--- src/rtl/nibble_serial_add_ctrl.sv ---
// nibble_serial_add_ctrl
// Adds two 4*NIBBLES-bit operands one nibble at a time through an external,
// registered 4-bit adder stage of latency LAT. Each nibble's carry-out is fed
// back as the next nibble's carry-in. A start/done handshake hides the
// adder's latency from the requester.
module nibble_serial_add_ctrl #(
    parameter int NIBBLES = 4,
    parameter int LAT     = 2
) (
    input  logic                 clk,
    input  logic                 rst,
    input  logic                 start,
    input  logic [4*NIBBLES-1:0] op_a,
    input  logic [4*NIBBLES-1:0] op_b,
    input  logic                 cin,
    output logic                 busy,
    output logic                 done,
    output logic [4*NIBBLES-1:0] result,
    output logic                 cout,
    output logic [3:0]           add_a,
    output logic [3:0]           add_b,
    output logic                 add_ci,
    input  logic [3:0]           add_s,
    input  logic                 add_co
);

    localparam int W        = 4 * NIBBLES;
    localparam int IW       = (NIBBLES > 1) ? $clog2(NIBBLES) : 1;
    localparam int WCW      = (LAT > 2) ? $clog2(LAT - 1) : 1;
    localparam bit HAS_WAIT = (LAT > 1);

    localparam logic [IW-1:0]  IDX_LAST  = IW'(NIBBLES - 1);
    localparam logic [WCW-1:0] WAIT_LAST = WCW'((LAT > 1) ? LAT - 2 : 0);

    typedef enum logic [2:0] {
        S_IDLE,
        S_ISSUE,
        S_WAIT,
        S_CAPTURE,
        S_DONE
    } state_t;

    state_t          state_q,   state_d;
    logic [W-1:0]    op_a_q,    op_a_d;
    logic [W-1:0]    op_b_q,    op_b_d;
    logic [IW-1:0]   idx_q,     idx_d;
    logic [WCW-1:0]  wait_q,    wait_d;
    logic [W-1:0]    partial_q, partial_d;
    logic [W-1:0]    result_q,  result_d;
    logic            cout_q,    cout_d;
    logic [3:0]      add_a_q,   add_a_d;
    logic [3:0]      add_b_q,   add_b_d;
    logic            add_ci_q,  add_ci_d;

    // Next-state and datapath updates for the nibble sequencer.
    always_comb begin
        // NOTE: every _d starts as its _q so no path through the case leaves a
        // signal unassigned, which would otherwise infer a latch.
        state_d   = state_q;
        op_a_d    = op_a_q;
        op_b_d    = op_b_q;
        idx_d     = idx_q;
        wait_d    = wait_q;
        partial_d = partial_q;
        result_d  = result_q;
        cout_d    = cout_q;
        add_a_d   = add_a_q;
        add_b_d   = add_b_q;
        add_ci_d  = add_ci_q;

        case (state_q)
            S_IDLE: begin
                if (start) begin
                    op_a_d   = op_a;
                    op_b_d   = op_b;
                    add_a_d  = op_a[3:0];
                    add_b_d  = op_b[3:0];
                    add_ci_d = cin;
                    idx_d    = '0;
                    state_d  = S_ISSUE;
                end
            end

            S_ISSUE: begin
                // The adder samples add_* at the end of this cycle.
                if (HAS_WAIT) begin
                    wait_d  = '0;
                    state_d = S_WAIT;
                end else begin
                    state_d = S_CAPTURE;
                end
            end

            S_WAIT: begin
                if (wait_q == WAIT_LAST) begin
                    state_d = S_CAPTURE;
                end else begin
                    wait_d = wait_q + WCW'(1);
                end
            end

            S_CAPTURE: begin
                // add_s/add_co are only trusted here; the adder has no reset.
                partial_d[4*int'(idx_q) +: 4] = add_s;
                if (idx_q != IDX_LAST) begin
                    idx_d    = idx_q + IW'(1);
                    add_a_d  = op_a_q[4*int'(idx_d) +: 4];
                    add_b_d  = op_b_q[4*int'(idx_d) +: 4];
                    add_ci_d = add_co;
                    state_d  = S_ISSUE;
                end else begin
                    result_d = partial_d;
                    cout_d   = add_co;
                    state_d  = S_DONE;
                end
            end

            S_DONE: begin
                state_d = S_IDLE;
            end

            default: begin
                state_d = S_IDLE;
            end
        endcase
    end

    // State register with synchronous reset taking priority over everything.
    always_ff @(posedge clk) begin
        // NOTE: non-blocking assignments so every flop samples the pre-edge
        // value of every other flop, independent of statement order.
        if (rst) begin
            state_q   <= S_IDLE;
            op_a_q    <= '0;
            op_b_q    <= '0;
            idx_q     <= '0;
            wait_q    <= '0;
            partial_q <= '0;
            result_q  <= '0;
            cout_q    <= 1'b0;
            add_a_q   <= '0;
            add_b_q   <= '0;
            add_ci_q  <= 1'b0;
        end else begin
            state_q   <= state_d;
            op_a_q    <= op_a_d;
            op_b_q    <= op_b_d;
            idx_q     <= idx_d;
            wait_q    <= wait_d;
            partial_q <= partial_d;
            result_q  <= result_d;
            cout_q    <= cout_d;
            add_a_q   <= add_a_d;
            add_b_q   <= add_b_d;
            add_ci_q  <= add_ci_d;
        end
    end

    assign busy   = (state_q == S_ISSUE) || (state_q == S_WAIT) || (state_q == S_CAPTURE);
    assign done   = (state_q == S_DONE);
    assign result = result_q;
    assign cout   = cout_q;
    assign add_a  = add_a_q;
    assign add_b  = add_b_q;
    assign add_ci = add_ci_q;

endmodule

--- config.mk ---
export PLATFORM = sky130hd
export DESIGN_NAME = nibble_serial_add_ctrl
export DESIGN_NICKNAME = d
export VERILOG_FILES = /design/src/rtl/nibble_serial_add_ctrl.sv
export SDC_FILE = /design/constraint.sdc
export NUM_CORES = 1
export LEC_CHECK = 0
export CAP_MARGIN = 10
export CORE_ASPECT_RATIO = 0.9
export CORE_MARGIN = 2
export CORE_UTILIZATION = 47
export DETAILED_ROUTE_END_ITERATION = 10
export PLACE_DENSITY = 0.76
export SLEW_MARGIN = 20
export SYNTH_ARGS = -nofsm -noshare
export SYNTH_HDL_FRONTEND = slang
export SYNTH_SLANG_ARGS = --single-unit
export TNS_END_PERCENT = 50
--- constraint.sdc ---
create_clock -name clk -period 2.2 [get_ports clk]
set_clock_uncertainty 0.05 [all_clocks]
set_input_delay 0.44 -clock clk [delete_from_list [all_inputs] [get_ports clk]]
set_output_delay 0.44 -clock clk [all_outputs]
set_load 0.01 [all_outputs]
==> flow_metrics.py <==
metrics = {
    "placed_design": {
        "port_buffers": 68,
        "dpl.hpwl_mm": 5.66,
        "gp_congestion": 0.808,
    },
    "drt": {
        "routed_via_density": 5.51,
        "drt_pass1_iterations": 5,
        "wirelength_mm": 8.28,
        "drc": 0,
        "ant_nets": 0,
        "vias": 3113,
        "first_iter_violations": 196,
        "routedWlPerCell_um": 14.7,
    },
    "floorplan": {
        "die_w_um": 95.6,
        "row_count": 30,
        "io_pins": 69,
        "chipHeight_um": 86.4,
        "fp.coreArea_um2": 7430,
        "initial_core_util_pct": 47.8,
        "dieArea_um2": 8260,
    },
    "pwr": {
        "intPower_mw": 2.41,
        "seq_power_share_pct": 47.5,
        "ir_worst_vdd_mv": 0.341,
        "powerDensity_nw_per_um2": 734,
        "pwr-share-clk_pct": 32.2,
        "p_sw_uw": 927,
        "switching_share_pct": 27.8,
        "p_leak_nw": 1.52,
        "comb_power_share_pct": 20.3,
    },
    "worst_hold_path": {
        "hold_depth": 2,
        "hold_end": "op_a_q[4]$_SDFFE_PP0P_",
        "hold_path_class": "register to register",
        "hold_start": "op_a_q[4]$_SDFFE_PP0P_",
    },
    "synthesis": {
        "ys_ff_latch": 79,
        "yosysTopAreaCell": "dfxtp_1",
        "synthDistinctLibCells": 37,
        "synth-simple-area-share_pct": 26.4,
        "synth_area_um2": 3550,
        "yosys-mux-area-fraction_pct": 5.57,
        "synth_compound_area_share_pct": 16.0,
        "synth_top_area_share_pct": 44.6,
        "syn_area_per_cell_um2": 8.81,
        "synth_cells": 403,
        "synthFlopType": "dfxtp_1",
        "ys_warn_count": 0,
        "syn_nets": 450,
        "synthTopCellsByArea": "dfxtp_1 45%, nand2_1 10%, a21oi_1 7.0%",
        "yosysSeqAreaShare_pct": 44.6,
        "async_flop_share_pct": 0,
        "synth-xor-area-share_pct": 0.247,
        "synth_common_cells": "95 x nand2_1, 79 x dfxtp_1, 50 x a21oi_1",
        "synth_most_common_cell": "nand2_1",
        "synth-edff-count": 0,
        "synth_top_family_by_area": "simple AND/OR/NAND/NOR gates",
        "synth_fa_ha_area_share_pct": 2.11,
    },
    "sta": {
        "setup_viol": 0,
        "tightest_slew_ns": 0.469,
        "period_minus_slack_ns": 2.03,
        "slew_headroom_pct": 68.7,
        "fin_crit_sh_pct": 92.2,
        "report.final.slew_viol_count": 0,
        "tns_ns": 0,
        "max_freq_mhz": 493,
        "finalHoldViolCount": 0,
        "grt_setup_unrepaired": "false",
    },
    "final_layout": {
        "antenna_cells": 0,
        "nets": 511,
        "area_growth_pct": 28.0,
        "multiInputGateArea_um2": 1790,
        "seq_area_um2": 1580,
        "drive_above_1_share_pct": 11.3,
        "fin_util_pct": 61.1,
        "fillerInstances": 645,
    },
    "setup_path": {
        "critPathMaxFanout": 6,
        "endpoint_kind": "output port",
        "r2r-start": "idx_q[0]$_SDFFE_PP0P_",
        "reg2reg_to": "result[13]$_SDFFE_PP0P_",
        "cp.required_ns": 1.71,
        "reg2reg_slack_ns": 0.23,
        "reg2reg_depth": 5,
        "cp_data_arrival_time_ns": 1.54,
        "critPathKind": "register to output port",
        "start_kind": "register",
    },
    "cts": {
        "cts_inserted_buffers": 9,
        "cts.sinks": 79,
        "clock_path_buffers": 2,
        "clk_pin_slew_ns": 0.07,
        "cts_tree": "built",
        "cts_max_level": 3,
        "cts_root_buf": "clkbuf_8",
        "clk_latency_ns": 0.35,
        "hold_buffers": 0,
    },
    "grt": {
        "grt_first_pass_wirelength_mm": 13.7,
        "grt_overflow": 0,
        "grt_usage_pct": 21.3,
        "antenna_found_initial": 0,
        "grt_max_degree": 80,
        "grt_pass1_vias": 2905,
    },
    "status": {
        "outcome": "finished, final reports clean",
    },
    "run": {
        "cap_violations": 0,
    },
}
stage by stage:
stage	setup WS, ns	cell area [um^2]	total power, mW	hold WS [ns]	instances
6_report	0.172	4540	3.34	0.405	565
5_1_grt	0.0594	4540	3.50	0.420	565
4_1_cts	0.0324	4540	3.35	0.407	565
3_5_place_dp	0.0777	4340	2.29	0.396	549
3_3_place_gp	0.132	4340	2.27	0.388	549
2_1_floorplan	0.0403	3550	2.01	0.382	403
worst max-delay path, cell delays in order (launching register included):
cell	delay [ns]
dfxtp_1	0.37
nor2_1	0.16
and2_1	0.14
clkdlybuf4s50_1	0.52
per-layer routing:
metal / vias to the layer above / global-route usage, % / part of all wire, %
met3: 13 / 4.96 / 6.0
met5: - / 0 / 0
met4: 0 / 6.36 / 1.7
met2: 99 / 34.2 / 48
met1: 1462 / 28.5 / 45
li1: 1539 / - / -
sequential cells by signal, summed over array words and instances, names as in the netlist:
| name | cells |
|---|---|
| op_a_q | 16 |
| op_b_q | 16 |
| partial_q | 16 |
| result | 16 |
| add_a | 4 |
| add_b | 4 |
| state_q | 3 |
| idx_q | 2 |
| add_ci | 1 |
| cout | 1 |
worst max path at each step:
stage	end	depth (start not counted)	start	slack, ns
final	done	3	state_q[0]$_SDFFE_PP0P_	0.17
after global routing	result[13]$_SDFFE_PP0P_	5	idx_q[0]$_SDFFE_PP0P_	0.06
after CTS	done	2	state_q[2]$_SDFFE_PP0P_	0.03
after detailed placement	add_ci$_SDFFE_PP0P_	4	start	0.08
after global placement	add_a[3]$_SDFFE_PP0P_	4	start	0.13
after floorplan	result[12]$_SDFFE_PP0P_	7	idx_q[0]$_SDFFE_PP0P_	0.04
logic make-up after synthesis:
group           count (synthesis)
flops                          79
xor+xnor                        1
fa+ha+maj                       6
simple gates                  190
compound gates                 81
buf+inv                        37
mux                             9
area by class of cell:
cell class                 instances  area share [%]
tap                               96            2.64
timing repair buffer              84            18.6
clock buffer                      11            3.11
sequential                        79            34.8
inverter                           3           0.248
multi-input combinational        287            39.3
clock inverter                     5            1.27
power groups by stage:
stage                     registers [mW]  clock network, mW  logic, mW
after floorplan                     1.62                  0      0.389
after global placement              1.61                  0      0.655
after detailed placement            1.62                  0      0.674
after CTS                           1.58               1.09      0.676
after global routing                1.60               1.16      0.737
final                               1.59               1.07      0.676
placed cells by master (no fill, tap or decap), drive strengths merged, types with 2 or more instances in the layout:
cell / Yosys / routed
a211oi: 8 / 8
a21oi: 50 / 50
a311oi: 21 / 21
and2: 2 / 2
and4bb: 2 / 2
buf: 22 / 17
clkbuf: 12 / 11
clkdlybuf4s50: 0 / 67
clkinvlp: 0 / 3
dfxtp: 79 / 79
ha: 6 / 6
inv: 3 / 3
mux4: 8 / 8
nand2: 96 / 96
nand2b: 12 / 12
nand3: 14 / 14
nand4: 12 / 12
nand4b: 3 / 3
nor2: 24 / 24
nor2b: 4 / 4
nor3: 12 / 12
nor4b: 2 / 2
timing repair:
action,4_1_cts,5_1_grt
setup buffers,0,0
resized for setup,0,1
setup endpoints to repair,0,1
Note: power is estimated with default switching activity, not from simulation.
